$ cat src/rtl/loader_pkg.sv
// ============================================================================
// Module      : loader_pkg
// Description : Shared types, constants and sizing helpers for the UART
//               program loader and its byte receiver.
// Revision    : 1.0 - initial release
// ============================================================================
`default_nettype none

package loader_pkg;

   // First byte of every image frame
   localparam logic [7:0] SYNC_BYTE = 8'hA5;

   // Load sequencer states
   typedef enum logic [2:0] {
      ST_IDLE   = 3'd0,
      ST_LEN_LO = 3'd1,
      ST_LEN_HI = 3'd2,
      ST_DATA   = 3'd3,
      ST_CSUM   = 3'd4,
      ST_DONE   = 3'd5,
      ST_ERROR  = 3'd6
   } load_state_t;

   // Receiver bit-level states
   typedef enum logic [1:0] {
      RX_IDLE  = 2'd0,
      RX_START = 2'd1,
      RX_DATA  = 2'd2,
      RX_STOP  = 2'd3
   } rx_state_t;

   // Oversampling divider: round(clk_hz / (baud*16)), never below 1
   function automatic int calc_div(input int clk_hz, input int baud);
      int d;
      d = (clk_hz + baud * 8) / (baud * 16);
      return (d < 1) ? 1 : d;
   endfunction

   // Bits needed to count 0..n-1, at least 1
   function automatic int cnt_width(input int n);
      return (n > 1) ? $clog2(n) : 1;
   endfunction

endpackage

`default_nettype wire

$ cat src/rtl/uart_rx_byte.sv
// ============================================================================
// Module      : uart_rx_byte
// Description : 8N1 UART byte receiver. Two-flop synchroniser, 16x
//               oversampling tick, mid-bit start re-check and data sampling.
//               Emits a one-cycle byte_valid or frame_err at mid-stop-bit.
// Revision    : 1.0 - initial release
// ============================================================================
`default_nettype none

module uart_rx_byte
   import loader_pkg::*;
#(
   parameter int DIV = 27
)(
   input  logic       clk,
   input  logic       rst,
   input  logic       rx,
   output logic       byte_valid,
   output logic [7:0] byte_data,
   output logic       frame_err
);

   localparam int DIV_W = cnt_width(DIV);

   logic             rx_meta;
   logic             rx_sync;
   logic             rx_prev;
   logic [DIV_W-1:0] div_cnt;
   logic             tick;
   rx_state_t        state;
   logic [3:0]       os_cnt;
   logic [2:0]       bit_idx;
   logic [7:0]       shift;

   // Synchronise the line and keep one older sample for falling-edge detect
   always_ff @(posedge clk) begin
      if (rst) begin
         rx_meta <= 1'b1;
         rx_sync <= 1'b1;
         rx_prev <= 1'b1;
      end else begin
         rx_meta <= rx;
         rx_sync <= rx_meta;
         rx_prev <= rx_sync;
      end
   end

   // Free-running divider producing the 16x oversampling tick
   always_ff @(posedge clk) begin
      if (rst || tick) div_cnt <= '0;
      else             div_cnt <= div_cnt + DIV_W'(1);
   end

   assign tick = (div_cnt == DIV_W'(DIV - 1));

   // Bit FSM; start needs a falling edge so a held-low line after a bad
   // stop bit is not mistaken for a fresh start bit
   always_ff @(posedge clk) begin
      if (rst) begin
         state      <= RX_IDLE;
         os_cnt     <= 4'd0;
         bit_idx    <= 3'd0;
         shift      <= 8'h00;
         byte_data  <= 8'h00;
         byte_valid <= 1'b0;
         frame_err  <= 1'b0;
      end else begin
         byte_valid <= 1'b0;
         frame_err  <= 1'b0;
         case (state)
            RX_IDLE: begin
               if (rx_prev && !rx_sync) begin
                  state  <= RX_START;
                  os_cnt <= 4'd0;
               end
            end
            RX_START: begin
               if (tick) begin
                  if (os_cnt == 4'd7) begin
                     os_cnt  <= 4'd0;
                     bit_idx <= 3'd0;
                     state   <= rx_sync ? RX_IDLE : RX_DATA;
                  end else begin
                     os_cnt <= os_cnt + 4'd1;
                  end
               end
            end
            RX_DATA: begin
               if (tick) begin
                  if (os_cnt == 4'd15) begin
                     os_cnt <= 4'd0;
                     shift  <= {rx_sync, shift[7:1]};
                     if (bit_idx == 3'd7) state <= RX_STOP;
                     else                 bit_idx <= bit_idx + 3'd1;
                  end else begin
                     os_cnt <= os_cnt + 4'd1;
                  end
               end
            end
            RX_STOP: begin
               if (tick) begin
                  if (os_cnt == 4'd15) begin
                     os_cnt <= 4'd0;
                     state  <= RX_IDLE;
                     if (rx_sync) begin
                        byte_valid <= 1'b1;
                        byte_data  <= shift;
                     end else begin
                        frame_err <= 1'b1;
                     end
                  end else begin
                     os_cnt <= os_cnt + 4'd1;
                  end
               end
            end
            default: state <= RX_IDLE;
         endcase
      end
   end

endmodule

`default_nettype wire

$ cat src/rtl/uart_program_loader.sv
// ============================================================================
// Module      : uart_program_loader
// Description : Boot loader. Receives a framed image (A5, N lo, N hi, N
//               little-endian words, optional checksum) over UART, writes
//               it into instruction memory and holds the core in reset
//               until a complete, valid image has been accepted.
//               Optional feature macro: LOADER_CHECKSUM_EN (trailing
//               mod-256 sum byte of the payload is checked).
// Revision    : 1.0 - initial release
// ============================================================================
`default_nettype none

module uart_program_loader
   import loader_pkg::*;
#(
   parameter int CLK_HZ     = 50000000,
   parameter int BAUD       = 115200,
   parameter int ITCM_WORDS = 1024
)(
   input  logic        clk,
   input  logic        rst,
   input  logic        uart_rx,
   output logic        imem_we,
   output logic [11:0] imem_addr,
   output logic [31:0] imem_wdata,
   output logic        core_hold,
   output logic        done,
   output logic        error
);

   localparam int DIV   = calc_div(CLK_HZ, BAUD);
   localparam int IDX_W = cnt_width(ITCM_WORDS);

   logic             byte_valid;
   logic             frame_err;
   logic [7:0]       rx_byte;
   load_state_t      state;
   logic [7:0]       len_lo;
   logic [15:0]      len;
   logic [15:0]      len_req;
   logic [IDX_W-1:0] index;
   logic [1:0]       byte_cnt;
   logic [23:0]      word_buf;
   logic             last_word;

   uart_rx_byte #(
      .DIV (DIV)
   ) u_rx (
      .clk        (clk),
      .rst        (rst),
      .rx         (uart_rx),
      .byte_valid (byte_valid),
      .byte_data  (rx_byte),
      .frame_err  (frame_err)
   );

   assign len_req   = {rx_byte, len_lo};
   assign last_word = (16'(index) == (len - 16'd1));

`ifdef LOADER_CHECKSUM_EN
   logic [7:0] csum;

   // Running mod-256 sum of payload bytes, cleared when the length is taken
   always_ff @(posedge clk) begin
      if (rst)                                   csum <= 8'h00;
      else if (byte_valid && state == ST_LEN_HI) csum <= 8'h00;
      else if (byte_valid && state == ST_DATA)   csum <= csum + rx_byte;
   end
`endif

   // Load sequencer, word assembler and registered memory/core outputs
   always_ff @(posedge clk) begin
      if (rst) begin
         state      <= ST_IDLE;
         len_lo     <= 8'h00;
         len        <= 16'h0000;
         index      <= '0;
         byte_cnt   <= 2'd0;
         word_buf   <= 24'h000000;
         imem_we    <= 1'b0;
         imem_addr  <= 12'h000;
         imem_wdata <= 32'h00000000;
         core_hold  <= 1'b1;
         done       <= 1'b0;
         error      <= 1'b0;
      end else begin
         imem_we <= 1'b0;
         if (frame_err && state != ST_IDLE && state != ST_DONE) begin
            state <= ST_ERROR;
            error <= 1'b1;
         end else if (byte_valid) begin
            case (state)
               ST_IDLE: begin
                  if (rx_byte == SYNC_BYTE) state <= ST_LEN_LO;
               end
               ST_LEN_LO: begin
                  len_lo <= rx_byte;
                  state  <= ST_LEN_HI;
               end
               ST_LEN_HI: begin
                  len      <= len_req;
                  index    <= '0;
                  byte_cnt <= 2'd0;
                  if (len_req == 16'd0 || len_req > 16'(ITCM_WORDS)) begin
                     state <= ST_ERROR;
                     error <= 1'b1;
                  end else begin
                     state <= ST_DATA;
                  end
               end
               ST_DATA: begin
                  if (byte_cnt == 2'd3) begin
                     imem_we    <= 1'b1;
                     imem_addr  <= 12'({index, 2'b00});
                     imem_wdata <= {rx_byte, word_buf};
                     byte_cnt   <= 2'd0;
                     if (last_word) begin
`ifdef LOADER_CHECKSUM_EN
                        state <= ST_CSUM;
`else
                        state     <= ST_DONE;
                        core_hold <= 1'b0;
                        done      <= 1'b1;
`endif
                     end else begin
                        index <= index + IDX_W'(1);
                     end
                  end else begin
                     word_buf <= {rx_byte, word_buf[23:8]};
                     byte_cnt <= byte_cnt + 2'd1;
                  end
               end
`ifdef LOADER_CHECKSUM_EN
               ST_CSUM: begin
                  if (rx_byte == csum) begin
                     state     <= ST_DONE;
                     core_hold <= 1'b0;
                     done      <= 1'b1;
                  end else begin
                     state <= ST_ERROR;
                     error <= 1'b1;
                  end
               end
`endif
               ST_ERROR: begin
                  if (rx_byte == SYNC_BYTE) begin
                     error <= 1'b0;
                     state <= ST_LEN_LO;
                  end
               end
               default: ;
            endcase
         end
      end
   end

endmodule

`default_nettype wire

$ cat config.mk
export PLATFORM = sky130hd
export DESIGN_NAME = uart_program_loader
export DESIGN_NICKNAME = d
export VERILOG_FILES = /design/src/rtl/loader_pkg.sv /design/src/rtl/uart_rx_byte.sv /design/src/rtl/uart_program_loader.sv
export SDC_FILE = /design/constraint.sdc
export NUM_CORES = 1
export LEC_CHECK = 0
export CAP_MARGIN = 15
export CORE_ASPECT_RATIO = 0.8
export CORE_UTILIZATION = 53
export CTS_BUF_LIST = sky130_fd_sc_hd__clkbuf_4 sky130_fd_sc_hd__clkbuf_8 sky130_fd_sc_hd__clkbuf_16
export DETAILED_ROUTE_END_ITERATION = 7
export GPL_ROUTABILITY_DRIVEN = 0
export GPL_TIMING_DRIVEN = 0
export PLACE_DENSITY = 0.72
export SLEW_MARGIN = 30
export SYNTH_ARGS = -nofsm -noshare
export SYNTH_HDL_FRONTEND = slang
export SYNTH_SLANG_ARGS = --single-unit
export TNS_END_PERCENT = 100
$ cat constraint.sdc
create_clock -name clk -period 3.9 [get_ports clk]
set_clock_uncertainty 0.2 [all_clocks]
set_input_delay 0.585 -clock clk [delete_from_list [all_inputs] [get_ports clk]]
set_output_delay 0.585 -clock clk [all_outputs]
set_load 0.05 [all_outputs]
==> impl_metrics.env <==
export IMPL_hpwl_um=11300
export IMPL_setup_violations_final=0
export IMPL_grt_overflow_total=0
export IMPL_final_util_pct=66.8
export IMPL_grtUsageTotal_pct=28.7
export IMPL_drtAntennaViolNets=0
export IMPL_met3_usage_pct=6.22
export IMPL_setup_slack_ns=0.869
export IMPL_area_growth_pct=21.4
export IMPL_yosysSeqAreaShare_pct=47.6
export IMPL_synth_cells=741
export IMPL_r2r_slack_ns=0.87
export IMPL_clock_latency_ns=0.42
export IMPL_clockRootBuffer="clkbuf_16"
export IMPL_p_leak_uw=0.00253
export IMPL_grt_use_met1_pct=38.6
export IMPL_yosysMostFrequentCell="nand2_1"
export IMPL_ios=51
export IMPL_hp_class="flop to flop"
export IMPL_clkPwrFrac_pct=53.2
export IMPL_die_x_um=122
export IMPL_syn_area_sq_um=6060
export IMPL_min_period_over_period_pct=77.7
export IMPL_vias=5553
export IMPL_clk_pin_slew_ns=0.06
export IMPL_start_util_pct=55.0
export IMPL_peakVddDrop_v=0.000343
export IMPL_synth_top_area_share_pct=47.6
export IMPL_grt_max_degree=17
export IMPL_grt_pass1_vias=5225
export IMPL_grt_first_pass_wirelength_um=26100
export IMPL_drt_first_pass_iters=5
export IMPL_worstSetupStartpoint="len[0]"
export IMPL_cts_hold_buf=0
export IMPL_slew_viol_final=0
export IMPL_die_h_um=97.6
export IMPL_switching_share_pct=19.9
export IMPL_avgRoutedWirePerCell_um=16.6
export IMPL_drtIter0Drc=369
export IMPL_worstSetupPathType="flop to flop"
export IMPL_rows=34
export IMPL_critical_path_cell_chain="inv_1 -> ha_1 -> nor2b_1 -> or3_1 -> a31oi_1 -> nand4_1 -> nor4_2 -> o22a_1 -> a221oi_1"
export IMPL_hold_viol_final=0
export IMPL_fmax_mhz=330
export IMPL_drive_gt1_share_pct=6.34
export IMPL_cp_required_ns=3.97
export IMPL_dieArea_sq_um=11900
export IMPL_tns_ns=0
export IMPL_worst_pin_slew_ns=0.821
export IMPL_p_comb_share_pct=1.7
export IMPL_worst_ep_arrival_time_ns=3.10
export IMPL_synthTopCellsByCount="nand2_1, dfxtp_1, a21oi_1"
export IMPL_clockBufferDepth=2
export IMPL_synth_edf_count=0
export IMPL_outcome="complete, no violations"
export IMPL_diodes=0
export IMPL_core_sq_um=11000
export IMPL_rsz0062_at_grt="false"
export IMPL_busiest_layer="met2"
export IMPL_cts_buffers=17
export IMPL_power_density_nw_per_um2=445
export IMPL_totalWireLength_um=16000
export IMPL_antenna_found_initial=0
export IMPL_startpoint_type="flop"
export IMPL_ys_types=53
export IMPL_dpl_worst_slack_ns=0.878
export IMPL_seqPwrFrac_pct=45.2
export IMPL_critPathSlowestCell="nor4_2"
export IMPL_synth_seq_cells=144
export IMPL_end_kind="flop"
export IMPL_p_sw_uw=652
export IMPL_ctsResizeCount=0
export IMPL_cts_sinks=144
export IMPL_io_buffers=47
export IMPL_synth_area_leader_cell="dfxtp_1"
export IMPL_syn_avg_cell_area_sq_um=8.18
export IMPL_drc=0
export IMPL_critPathMaxStageDelay_ns=0.65
export IMPL_maxSlewHeadroom_pct=44.8
export IMPL_synthArstFlopShare_pct=0
export IMPL_ys_top_cells_by_area="dfxtp_1, nand2_1, a21oi_1"
export IMPL_intPower_uw=2620
export IMPL_htree_levels=4
export IMPL_use_met2_pct=43.4
export IMPL_postCtsSetupRepairBufs=0
export IMPL_synthFlopType="dfxtp_1"
export IMPL_via_per_inst=5.76
export IMPL_hold_start="u_rx.rx_meta"
export IMPL_cts_tree="yes"
export IMPL_ys_warn_count=0
export IMPL_rr_startpoint="len[0]"
export IMPL_worstPathMaxFanout=5
export IMPL_period_needed_ns=3.03
export IMPL_drv_cap=0
export IMPL_nets=819
==> kinds of logic (layout without fill, tap and decap cells) <==
group | count (synthesis) | count (layout) | synth area share (%)
xor+xnor | 17 | 17 | 2.46
fa+ha+maj | 8 | 8 | 1.65
compound gates | 162 | 162 | 15.4
mux | 29 | 29 | 4.79
other cells | 1 | 2 | 0.0619
simple gates | 317 | 317 | 23.9
buf+inv | 63 | 141 | 4.17
flops | 144 | 144 | 47.6
==> critical path, delay by kind of cell, from the launching register on <==
family                   cells  cell delay [ns]
AO/OA/AOI/OAI                3             0.56
adder cells (fa/ha/maj)      1             0.25
buffers and inverters        1             0.09
flip-flops                   1             0.39
AND/OR/NAND/NOR              4             1.40
==> registers in the layout, summed over array words and instances, names as in the netlist, 2 cells and up, named ones only <==
register,cells
len,16
len_lo,8
u_rx.shift,8
u_rx.div_cnt,5
byte_cnt,2
u_rx.byte_data,8
state,3
word_buf,24
u_rx.bit_idx,3
u_rx.os_cnt,4
imem_wdata,32
index,10
imem_addr,10
==> area by class of cell <==
type                    instances  area (sq um)
plain buffers                  51           208
clock buffers                  22           482
clock inverters                 9           154
fillers                       893          3660
inverters                      12          45.0
multi-input cells             535          2940
flip-flops and latches        144          2880
well taps                     144           180
repair buffers                 47           470
==> cells in the final DEF (no fill, tap or decap), types with 13 or more instances in the layout <==
master           netlist  routed
nand2_1              170     170
dfxtp_1              144     144
a21oi_1              106     106
nor2_1                56      56
clkdlybuf4s50_1        0      47
clkbuf_1              46      46
mux2i_1               29      29
o21ai_0               24      24
clkbuf_16              0      17
nand3_1               14      14
or3_1                 13      13
==> per-layer routing <==
layer  wire length, um  part of all wire (%)
met2              7120                    45
met5                 0                     0
met4               425                   2.7
met1              7350                    46
met3              1090                   6.8
==> metrics by stage <==
stage               cell area, sq um  power [uW]  cells  hold slack, ns
floorplan                       6060        1550    742           0.189
global placement                6720        1560    933           0.192
detailed placement              6720        1560    933           0.212
CTS                             7360        3290    964           0.226
global route                    7360        3350    964           0.228
finish                          7360        3270    964           0.219
==> power groups by stage <==
stage               Combinational [uW]  Clock (uW)  Sequential [uW]
floorplan                         38.6           0             1510
global placement                  51.8           0             1510
detailed placement                53.6           0             1510
CTS                               53.8        1760             1480
global route                      60.2        1810             1480
finish                            54.1        1740             1480
==> path summary, 6_finish.rpt <==
| kind | endpoint | cells past startpoint |
|---|---|---|
| min | u_rx.rx_sync | 1 |
| min reg2reg | u_rx.rx_sync | 1 |
| max | state[1] | 9 |
| max reg2reg | state[1] | 9 |
Note: power is estimated with default switching activity, not from simulation.
